<file path="config.mk">
export PLATFORM = sky130hd
export DESIGN_NAME = tile_rect_drawer
export DESIGN_NICKNAME = d
export VERILOG_FILES = /design/src/rtl/tile_rect_drawer.sv
export SDC_FILE = /design/constraint.sdc
export NUM_CORES = 1
export LEC_CHECK = 0
export BUFFER_PORTS_ARGS = -buffer_cell sky130_fd_sc_hd__buf_2
export CORE_AREA = 2 2 119 121
export CTS_BUF_LIST = sky130_fd_sc_hd__clkbuf_16
export DETAILED_ROUTE_END_ITERATION = 16
export DIE_AREA = 0 0 121 123
export PLACE_DENSITY = 0.76
export SLEW_MARGIN = 20
export SYNTH_ARGS = -nofsm -noshare
export SYNTH_HDL_FRONTEND = slang
export SYNTH_SLANG_ARGS = --single-unit
</file>
<file path="constraint.sdc">
create_clock -name CLOCK_50 -period 3 [get_ports CLOCK_50]
set_input_delay 0 -clock CLOCK_50 [delete_from_list [all_inputs] [get_ports CLOCK_50]]
set_output_delay 0 -clock CLOCK_50 [all_outputs]
set_load 0.1 [all_outputs]
</file>
<file path="src/rtl/tile_rect_drawer.sv">
// Rasterises one clipped, axis-aligned filled rectangle per request into a
// one-pixel-per-clock VGA plot stream, with a start/busy/done handshake.
module tile_rect_drawer #(
  parameter int unsigned H_RES = 640,
  parameter int unsigned V_RES = 480
) (
  input  logic        CLOCK_50,
  input  logic        resetn,
  input  logic        start,
  input  logic [9:0]  x0,
  input  logic [8:0]  y0,
  input  logic [9:0]  width,
  input  logic [8:0]  height,
  input  logic [23:0] color,
  output logic        busy,
  output logic        done,
  output logic [9:0]  VGA_X,
  output logic [8:0]  VGA_Y,
  output logic [23:0] VGA_COLOR,
  output logic        plot
);

  typedef enum logic [1:0] {IDLE, DRAW, FINISH} state_t;

  state_t      state, state_next;
  logic [9:0]  x_lat, w_lat, cx;
  logic [8:0]  y_lat, h_lat, cy;
  logic [23:0] color_lat;
  logic [10:0] x_room;
  logic [9:0]  y_room;
  logic [9:0]  w_clip;
  logic [8:0]  h_clip;
  logic        row_end, last_pixel;

  // Room to the screen edge uses one extra bit so width/height never wrap.
  always_comb begin
    x_room = '0;
    y_room = '0;
    w_clip = '0;
    h_clip = '0;
    if ({1'b0, x0} < 11'(H_RES)) begin
      x_room = 11'(H_RES) - {1'b0, x0};
      w_clip = ({1'b0, width} < x_room) ? width : x_room[9:0];
    end
    if ({1'b0, y0} < 10'(V_RES)) begin
      y_room = 10'(V_RES) - {1'b0, y0};
      h_clip = ({1'b0, height} < y_room) ? height : y_room[8:0];
    end
  end

  assign row_end    = (cx == w_lat - 10'd1);
  assign last_pixel = row_end && (cy == h_lat - 9'd1);

  always_comb begin
    state_next = state;
    case (state)
      IDLE: begin
        if (start)
          state_next = (w_clip == '0 || h_clip == '0) ? FINISH : DRAW;
      end
      DRAW: begin
        if (last_pixel)
          state_next = FINISH;
      end
      FINISH: state_next = IDLE;
      default: state_next = IDLE;
    endcase
  end

  always_ff @(posedge CLOCK_50) begin
    if (!resetn) begin
      state     <= IDLE;
      busy      <= 1'b0;
      done      <= 1'b0;
      plot      <= 1'b0;
      VGA_X     <= '0;
      VGA_Y     <= '0;
      VGA_COLOR <= '0;
      x_lat     <= '0;
      y_lat     <= '0;
      w_lat     <= '0;
      h_lat     <= '0;
      cx        <= '0;
      cy        <= '0;
      color_lat <= '0;
    end else begin
      state <= state_next;
      plot  <= (state == DRAW);
      busy  <= (state == DRAW);
      done  <= (state == FINISH);
      case (state)
        IDLE: begin
          if (start) begin
            x_lat     <= x0;
            y_lat     <= y0;
            w_lat     <= w_clip;
            h_lat     <= h_clip;
            color_lat <= color;
            cx        <= '0;
            cy        <= '0;
          end
        end
        DRAW: begin
          VGA_X     <= x_lat + cx;
          VGA_Y     <= y_lat + cy;
          VGA_COLOR <= color_lat;
          if (row_end) begin
            cx <= '0;
            cy <= cy + 9'd1;
          end else begin
            cx <= cx + 10'd1;
          end
        end
        default: ;
      endcase
    end
  end

endmodule

</file>
==> results of run 1 <==
==> area by class of cell <==
cell class / count / area, µm² / share of cell area, %
Clock buffer: 17 / 425 / 4.73
Inverter: 39 / 146 / 1.63
Multi-Input combinational cell: 674 / 4090 / 45.5
Sequential cell: 128 / 2560 / 28.5
Tap cell: 180 / 225 / 2.50
Timing Repair Buffer: 201 / 1390 / 15.4
Clock inverter: 15 / 158 / 1.75
==> timing repair <==
action / in CTS / in global routing
hold buffers: 59 / 0
resized for setup: 0 / 15
endpoints found under the hold margin: 60 / 0
endpoints found under the setup margin: 0 / 16
==> metal layers <==
metal	wire, µm	part of all wire (%)	global-route usage [%]	up-vias
met5	0	0	0	-
met4	402	2.2	9.67	0
met3	981	5.3	3.87	38
met2	8560	46	41.1	228
met1	8660	47	33.9	3204
li1	-	-	-	3470
==> worst paths after layout <==
| path | end |
|---|---|
| worst max-delay path | state[1] |
| worst min-delay path | h_lat[7] |
| worst max register to register | cy[7] |
| worst min register to register | VGA_COLOR[18] |
==> synth_stat cells (all sizes together), types with 3 or more instances <==
cell	instances	share of area (%)
nor3b	5	0.54
inv	39	2.1
and3b	3	0.38
nor4	9	0.82
a21oi	124	9.0
o22ai	9	0.82
a21boi	3	0.33
o21a	5	0.54
dfxtp	128	37
nand4	8	0.73
xnor2	30	3.8
buf	5	0.42
a21o	7	0.76
o21bai	3	0.33
o211ai	6	0.65
a311oi	3	0.38
nand2	195	11
nor2	40	2.2
clkbuf	41	2.2
nand2b	8	0.73
xor2	17	2.2
a31oi	12	1.3
ha	40	7.3
or3	12	1.1
a211oi	4	0.44
a22oi	3	0.33
nor3	12	0.87
nand3	16	1.2
nor2b	5	0.45
a41oi	3	0.38
and3	5	0.45
a32o	6	0.87
o21ai	39	2.8
o31ai	5	0.54
or4	11	1.2
==> power by group <==
| group | switching, W | internal, W |
|---|---|---|
| Sequential | 0.0000687 | 0.00179 |
| Clock | 0.000882 | 0.00111 |
| Combinational | 0.000684 | 0.000400 |
==> metrics by stage <==
step	util [%]	instance area, µm²	power (W)	TNS (ns)	std cells
after floorplan	-	6890	0.00261	0	887
after global placement	56.9	7740	0.00287	-0.236	1164
after detailed placement	56.9	7740	0.00288	-0.337	1164
after CTS	65.5	8910	0.00494	0	1255
after global routing	66.1	9000	0.00515	-0.0214	1254
final	66.1	9000	0.00494	0	1254
==> sequential cells by signal, summed over array words and instances, names as in the netlist <==
signal / flops
VGA_COLOR: 24
color_lat: 24
VGA_X: 10
cx: 10
w_lat: 10
x_lat: 10
VGA_Y: 9
cy: 9
h_lat: 9
y_lat: 9
state: 2
done: 1
plot: 1
==> logic make-up (layout without fill, tap and decap cells) <==
| kind of cell | Yosys count | count (layout) | synth area share, % |
|---|---|---|---|
| multiplexers | 2 | 2 | 0.309 |
| XOR/XNOR | 47 | 47 | 5.97 |
| flip-flops | 128 | 128 | 37.2 |
| AND/OR/NAND/NOR | 337 | 337 | 22.2 |
| AO/OA/AOI/OAI | 246 | 246 | 21.7 |
| buffers and inverters | 85 | 272 | 4.78 |
| adder cells (fa/ha/maj) | 42 | 42 | 7.84 |
==> worst max-delay path, cell delays in order <==
cell and delay [ns]:
dlygate4sd3_1 0.53, buf_2 0.16, nor4_4 0.20, buf_4 0.18
a31oi_2 0.12, xnor2_2 0.17, ha_1 0.32, a21o_1 0.16
a22oi_1 0.13, nand3_1 0.09, o211ai_1 0.27, mux2i_1 0.14
or4_4 0.50, a22o_1 0.21
==> metrics.yaml, run 1 <==
critical_path:
  cp-start-kind: "input pin"
  cp.arrival_ns: 3.19
  critPathKind: "input pin to flip-flop"
  r2r_cells: 7
  crit_start: "x0[4]"
  r2r-start: "w_lat[0]"
  critPathRequiredTime_ns: 3.31
  r2r_setup_slack_ns: 0.12
  worst_setup_path_end_kind: "flip-flop"
  critical_path.max_fanout: 4
sta:
  slew_headroom_pct: 33.9
  finalCritPeriodShare_pct: 96.0
  finalCriticalPeriod_ns: 2.88
  slew_violations: 0
  fmax_mhz: 347
  hold_slack_ns: 0.00853
  setup_ws_ns: 0.120
  worst_slew_pin_slew_ns: 0.992
  hold_violations: 0
  finClkSkew_ns: 0.0122
  setup_viol: 0
clocking:
  cts_tree: "built"
  clk_path_buf_depth: 2
  h-tree-depth: 4
  post_cts_buffers: 0
  clk_latency_ns: 0.41
  cts.sinks: 128
  cts_root_buf: "clkbuf_16"
  numCtsBuffers: 17
  clk_pin_slew_ns: 0.06
placed_design:
  numPortBuffers: 110
  dp.final_hpwl_um: 12500
  gp_congestion: 0.912
  post-place-ws_ns: -0.237
global_route:
  antenna_found_initial: 0
  grt_pass1_wl_um: 30600
  grt_max_degree: 65
  gr-total-overflow: 0
  grt_usage_pct: 25.3
  grt_pass1_vias: 6400
yosys:
  synth_edf_count: 0
  synth_area_per_cell_um2: 7.77
  syn_inst: 887
  synth_seq_cells: 128
  synth_cell_type_count: 62
  netlist_area_um2: 6890
  ys.flop_type: "dfxtp_1"
  ys_warn_count: 0
  syn_nets: 994
  ys_async_sr_fraction_pct: 0
  yosysSeqAreaShare_pct: 37.2
layout:
  final_cell_mix: "nand2_1 (195), dfxtp_1 (128), a21oi_1 (124)"
  fin_nets: 1168
  layout_commonest_cell: "nand2_1"
  drive_gt1_share_pct: 18.7
  syn2layout_area_growth_pct: 30.6
  fill_cells: 1139
  n_antenna_cell: 0
routing:
  via_count: 6940
  ant_nets: 0
  first_pass_iters: 6
  finalWirelength_um: 18600
  drc: 0
  vias_per_cell: 5.53
  wl_per_cell_um: 14.8
  first_iter_violations: 514
floorplanning:
  dieArea_um2: 14900
  start_util_pct: 50.6
  rows: 43
  die_w_um: 121
  die_h_um: 123
  io-pin-count: 111
  core_um2: 13600
hold_path:
  hold_start: "height[7]"
  min_path_type: "input pin to flip-flop"
  holdPathStages: 4
run_status:
  status: "complete, no violations"
power_and_ir_drop:
  ir_drop_mv: 0.494
  p_leak_nw: 3.81
  powerDensity_nw_per_um2: 549
run:
  maxCapViolCount: 0
Note: power is estimated with default switching activity, not from simulation.
==> run 2, diff against run 1 <==
==> constraint.sdc (replaced) <==
create_clock -name CLOCK_50 -period 3 [get_ports CLOCK_50]
set_input_delay 0.3 -clock CLOCK_50 [delete_from_list [all_inputs] [get_ports CLOCK_50]]
set_output_delay 0.3 -clock CLOCK_50 [all_outputs]
set_load 0.1 [all_outputs]
==> run 2 against run 1 <==
  * Setup slack worse by 0.040 ns
  * Clock-buffer cell count stayed put
  * Via count shrank 3.5%
  * Register-to-register slack lost 0.04 ns
  * Sequential share of layout area grew 1.6 points
  * Clock skew fell by 0.0016 ns
  * Sequential power about the same
  * Combinational power decreased by 4%
  * Fmax shrank 1.4%
  * Critical path type is now flip-flop to flip-flop
  * Critical endpoint is now cy[8]
  * Largest cell class unchanged
  * Largest power group unchanged
  * Highest routed layer unchanged
==> metrics.yaml, run 2 (synthesized netlist as in run 1, its figures left out) <==
global_route:
  grt_pass1_wl_um: 28900  # -5.6%
  grt_max_degree: 48  # -26%
  grt_usage_pct: 24.0  # -1.3 points
  gr-total-overflow: 0  # unchanged
  grt_pass1_vias: 6143  # -4.0%
  antenna_found_initial: 0  # unchanged
layout:
  syn2layout_area_growth_pct: 23.7
  layout_commonest_cell: "nand2_1"
  n_antenna_cell: 0  # unchanged
  final_cell_mix: "nand2_1 (194), dfxtp_1 (128), a21oi_1 (124)"
  reg_top3: "VGA_COLOR (24), color_lat (24)"
  fin_nets: 1129  # -3.3%
  drive_gt1_share_pct: 21.2  # +2.4 points
  finalCoreUtilization_pct: 62.6  # -3.5 points
run:
  maxCapViolCount: 0  # unchanged
power_and_ir_drop:
  p_leak_nw: 3.63  # -4.7%
  p_comb_share_pct: 21.1  # -0.9 points
  pwr-share-clk_pct: 41.4  # +1.0 points
  ir_drop_mv: 0.476  # -3.7%
  swShare_pct: 32.4  # -0.68 points
  internal-power_w: 0.00335  # +1.4%
  p_sw_w: 0.00161  # -1.7%
  total_power_w: 0.00496  # +0.38%
  seq_power_share_pct: 37.5  # about the same
  powerDensity_nw_per_um2: 582  # +6.0%
routing:
  vias_per_cell: 5.51  # -0.43%
  first_pass_iters: 5  # -1
  drc: 0  # unchanged
  first_iter_violations: 474  # -7.8%
  wl_per_cell_um: 14.6  # -1.4%
  finalWirelength_um: 17800  # -4.4%
  ant_nets: 0  # unchanged
  via_count: 6695  # -3.5%
critical_path:
  critPathKind: "flip-flop to flip-flop"
  cp-start-kind: "flip-flop"
  worst_setup_path_end_kind: "flip-flop"
  critical_path.max_fanout: 8  # +4
  r2r_end: "cy[8]"
  cp_cell_sequence: "or4_4, or3_1, a2111oi_2, o311a_2, a31oi_4, or4_1, a21oi_1"
  critPathRequiredTime_ns: 3.33  # +0.02 ns
  r2r_setup_slack_ns: 0.08  # -0.04 ns
  cp_num_buf_inv: 0  # -3
  r2r-start: "w_lat[0]"
  critPathTopFamily: "simple AND/OR/NAND/NOR gates"
  slowest_delay_ns: 0.59  # +0.06 ns
  r2r_cells: 7  # unchanged
  cp_slowest_cell: "or4_4"
  cp.arrival_ns: 3.25  # +0.06 ns
sta:
  slew_violations: 0  # unchanged
  finalCriticalPeriod_ns: 2.92  # +0.0405 ns
  hold_slack_ns: 0.123  # +0.114 ns
  setup_viol: 0  # unchanged
  hold_violations: 0  # unchanged
  fin_setup_tns_ns: 0  # unchanged
  fmax_mhz: 342  # -1.4%
  worst_slew_pin_slew_ns: 0.976  # -0.0160 ns
  slew_headroom_pct: 34.9  # +1.1 points
  finClkSkew_ns: 0.0107  # -0.00155 ns
  finalCritPeriodShare_pct: 97.3  # +1.3 points
floorplanning:
  dieArea_um2: 14900  # unchanged
  die_w_um: 121  # unchanged
  core_um2: 13600  # unchanged
  rows: 43  # unchanged
  start_util_pct: 50.6  # unchanged
  io-pin-count: 111  # unchanged
  die_h_um: 123  # unchanged
clocking:
  cts_tree: "built"
  cts_root_buf: "clkbuf_16"
  clk_pin_slew_ns: 0.07  # about the same
  cts.sinks: 128  # unchanged
  clk_path_buf_depth: 2  # unchanged
  clk_latency_ns: 0.42  # about the same
  ctsHoldBuffers: 0  # -100%
  h-tree-depth: 4  # unchanged
  numCtsBuffers: 17  # unchanged
hold_path:
  whs_endpoint: "color_lat[6]"
  holdPathStages: 3  # -1
  hold_start: "color[6]"
  min_path_type: "input pin to flip-flop"
placed_design:
  numPortBuffers: 110  # unchanged
  gp_congestion: 0.883  # -3.2%
  dp.final_hpwl_um: 12700  # +2.0%
run_status:
  status: "complete, no violations"
run 2: cell type report:
class	count	area [µm²]
well taps	180	225
clock inverters	15	165
inverters	39	146
fillers	1206	5090
multi-input cells	675	4060
clock buffers	17	425
repair buffers	161	933
flip-flops and latches	128	2560
run 2: per-stage QoR:
stage          instance area [µm²]  setup slack [ns]  std cells
3_3_place_gp                  7850            -0.168       1175
5_1_grt                       8520         -0.000428       1215
3_5_place_dp                  7850            -0.226       1175
6_report                      8520            0.0799       1215
2_1_floorplan                 6930            0.0145        887
4_1_cts                       8450            0.0103       1207
run 2: routing by layer:
metal / global-route usage (%) / vias up / part of all wire [%]
li1: - / 3385 / -
met1: 32.0 / 3081 / 47
met2: 39.4 / 204 / 46
met3: 4.15 / 25 / 5.5
met4: 7.99 / 0 / 1.6
met5: 0 / - / 0
run 2: worst max path at each step:
stage | start | endpoint | slack, ns | cells past startpoint
finish | w_lat[0] | cy[8] | 0.08 | 7
detailed placement | y0[1] | state[1] | -0.23 | 14
floorplan | y0[0] | state[1] | 0.01 | 13
global placement | y0[1] | state[1] | -0.17 | 14
CTS | w_lat[0] | cy[8] | 0.01 | 9
global route | w_lat[0] | cy[7] | -0.0004 | 7
run 2: what timing repair did:
item	in CTS	in global routing
endpoints found under the setup margin	4	7
pin swaps	1	3
resized for setup	1	2
buffers inserted	0	7
gates cloned	0	1
run 2: power groups by stage:
stage	Clock (W)	Sequential, W	Combinational, W
2_1_floorplan	0	0.00204	0.000583
3_5_place_dp	0	0.00190	0.00100
3_3_place_gp	0	0.00189	0.000991
6_report	0.00205	0.00186	0.00104
5_1_grt	0.00215	0.00187	0.00114
4_1_cts	0.00208	0.00186	0.00101
run 2: worst register-to-register path: cells and delay by family (launching register included):
kind            cells  cell delay, ns
compound gates      4            0.97
flops               1            0.35
simple gates        3            1.51
==> run 3, diff against run 2 <==
--- a/config.mk
+++ b/config.mk
@@ -10,6 +10,7 @@
 export CTS_BUF_LIST = sky130_fd_sc_hd__clkbuf_16
 export DETAILED_ROUTE_END_ITERATION = 16
 export DIE_AREA = 0 0 121 123
+export GPL_TIMING_DRIVEN = 0
 export PLACE_DENSITY = 0.76
 export SLEW_MARGIN = 20
 export SYNTH_ARGS = -nofsm -noshare
==> run 3 against run 2 <==
  * Sequential cell count unchanged
  * Design area down 1.4%
  * Routed wire length rose by 3.6%
  * Via count is 0.81% higher
==> metrics.yaml, run 3 (synthesized netlist as in run 1, its figures left out) <==
layout:
  reg_top3: "VGA_COLOR (24), color_lat (24)"
  final_cells: 1207  # -0.66%
  multi_input_area_um2: 4120  # +1.4%
  finalCoreUtilization_pct: 61.7  # -0.90 points
  final_cell_mix: "nand2_1 (194), dfxtp_1 (126), a21oi_1 (122)"
  layout_commonest_cell: "nand2_1"
  fin_nets: 1121  # -0.71%
  fill_cells: 1230  # +2.0%
  n_antenna_cell: 0  # unchanged
  fin_area_um2: 8400  # -1.4%
  syn2layout_area_growth_pct: 21.9
  drive_gt1_share_pct: 17.6  # -3.5 points
  seq_area_um2: 2560  # about the same
sta:
  hold_violations: 0  # unchanged
  fin_setup_tns_ns: 0  # unchanged
  fmax_mhz: 335  # -2.1%
  setup_viol: 0  # unchanged
  finalCriticalPeriod_ns: 2.98  # +0.0639 ns
  finClkSkew_ns: 0.00541  # -0.00526 ns
  finalCritPeriodShare_pct: 99.5  # +2.1 points
  slew_headroom_pct: 43.0  # +8.1 points
  rsz0062_at_grt: "yes"
  slew_violations: 0  # unchanged
  worst_slew_pin_slew_ns: 0.844  # -0.132 ns
  hold_slack_ns: 0.119  # -0.00436 ns
global_route:
  grt_use_met1_pct: 32.9  # +0.94 points
  grt_usage_pct: 24.5  # +0.47 points
  antenna_found_initial: 0  # unchanged
  busiest_layer: "met2"
  grt.met3_usage_pct: 4.34  # +0.18 points
  gr-total-overflow: 0  # unchanged
  grt_pass1_wl_um: 29200  # +1.2%
  grt_pass1_vias: 6106  # -0.60%
  grt_max_degree: 17  # -65%
  gr-usage-met2_pct: 39.1  # -0.35 points
power_and_ir_drop:
  powerDensity_nw_per_um2: 591  # +1.5%
  p_leak_nw: 3.48  # -4.2%
  ir_drop_mv: 0.469  # -1.6%
floorplanning:
  core_um2: 13600  # unchanged
  die_w_um: 121  # unchanged
  rows: 43  # unchanged
  dieArea_um2: 14900  # unchanged
  die_h_um: 123  # unchanged
  start_util_pct: 50.6  # unchanged
  io-pin-count: 111  # unchanged
run:
  maxCapViolCount: 0  # unchanged
placed_design:
  numPortBuffers: 108  # -1.8%
  dpl.cell_count: 1175  # unchanged
  placed_cell_area_um2: 7700  # -1.9%
  gp_congestion: 0.902  # +2.2%
  dp.final_hpwl_um: 13600  # +6.7%
critical_path:
  cp-start-kind: "flip-flop"
  r2r_cells: 9  # +2
  critPathCapture: "cx[9]"
  r2r_end: "cx[9]"
  worst_setup_path_end_kind: "flip-flop"
  r2r-start: "w_lat[0]"
  cp.arrival_ns: 3.32  # +0.07 ns
  critical_path.max_fanout: 10  # +2
  critPathRequiredTime_ns: 3.34  # about the same
  r2r_setup_slack_ns: 0.02  # -0.06 ns
  crit_start: "w_lat[0]"
  critPathKind: "flip-flop to flip-flop"
routing:
  drc: 0  # unchanged
  via_count: 6749  # +0.81%
  first_iter_violations: 449  # -5.3%
  wl_per_cell_um: 15.3  # +4.3%
  vias_per_cell: 5.59  # +1.5%
  finalWirelength_um: 18400  # +3.6%
  first_pass_iters: 6  # +1
  ant_nets: 0  # unchanged
clocking:
  numCtsBuffers: 17  # unchanged
  h-tree-depth: 4  # unchanged
  cts.sinks: 128  # unchanged
  post_cts_buffers: 0  # unchanged
  clk_path_buf_depth: 2  # unchanged
  cts_tree: "built"
  clk_latency_ns: 0.42  # about the same
  cts_root_buf: "clkbuf_16"
  clk_pin_slew_ns: 0.06  # about the same
hold_path:
  holdPathStages: 3  # unchanged
  min_path_type: "input pin to flip-flop"
run_status:
  status: "complete, no violations"
run 3: cell types whose count changed in the layout (fill, tap and decap cells not counted), sizes merged:
cell / delta
buf: -47
clkinv: +3
a31oi: -1
inv: -4
clkbuf: +40
bufinv: +1
run 3: timing repair:
| action | CTS | global route |
|---|---|---|
| gates resized for setup | 1 | 27 |
| pin swaps | 0 | 5 |
| hold buffers | 0 | 0 |
| setup endpoints to repair | 8 | 31 |
run 3: metrics by stage:
stage                     setup slack (ns)  power, W
after floorplan                     0.0145   0.00262
after global routing               -0.0675   0.00516
after detailed placement            -0.404   0.00288
after CTS                           0.0140   0.00494
final                               0.0160   0.00496
after global placement              -0.366   0.00286
run 3: worst min path at each step:
| stage | startpoint | slack, ns | to |
|---|---|---|---|
| after floorplan | color_lat[0] | 0.43 | VGA_COLOR[0] |
| after global placement | color_lat[12] | 0.44 | VGA_COLOR[12] |
| after detailed placement | VGA_Y[3] | 0.44 | VGA_Y[3] |
| after CTS | color[9] | 0.11 | color_lat[9] |
| after global routing | color[3] | 0.12 | color_lat[3] |
| final | color[6] | 0.12 | color_lat[6] |
run 3: area by class of cell:
type,instances,share of cell area (%)
Clock buffer,17,5.06
Timing Repair Buffer,108,6.44
Inverter,39,1.74
Multi-Input combinational cell,674,49.1
Sequential cell,128,30.5
Clock inverter,15,2.07
Tap cell,180,2.68
Buffer,46,2.40
run 3: report_power, final:
| part | internal, W | switching [W] | total (W) |
|---|---|---|---|
| clock network | 0.00125 | 0.000827 | 0.00208 |
| registers | 0.00179 | 0.0000725 | 0.00186 |
| logic | 0.000337 | 0.000684 | 0.00102 |
| total | 0.00338 | 0.00158 | 0.00496 |
run 3: layer usage:
| layer | wire [µm] | part of all wire (%) | vias up |
|---|---|---|---|
| li1 | - | - | 3375 |
| met1 | 8510 | 46 | 3101 |
| met2 | 8380 | 46 | 237 |
| met3 | 1150 | 6.2 | 36 |
| met4 | 364 | 2.0 | 0 |
| met5 | 0 | 0 | - |
run 3: worst max-delay path, stage by stage, from the launching register on:
cell      delay, ns
dfxtp_2        0.34
or4_1          0.51
buf_4          0.17
a21boi_0       0.28
a221oi_2       0.11
o311a_2        0.46
a21oi_1        0.44
clkbuf_4       0.31
a41oi_1        0.12
a31oi_1        0.16
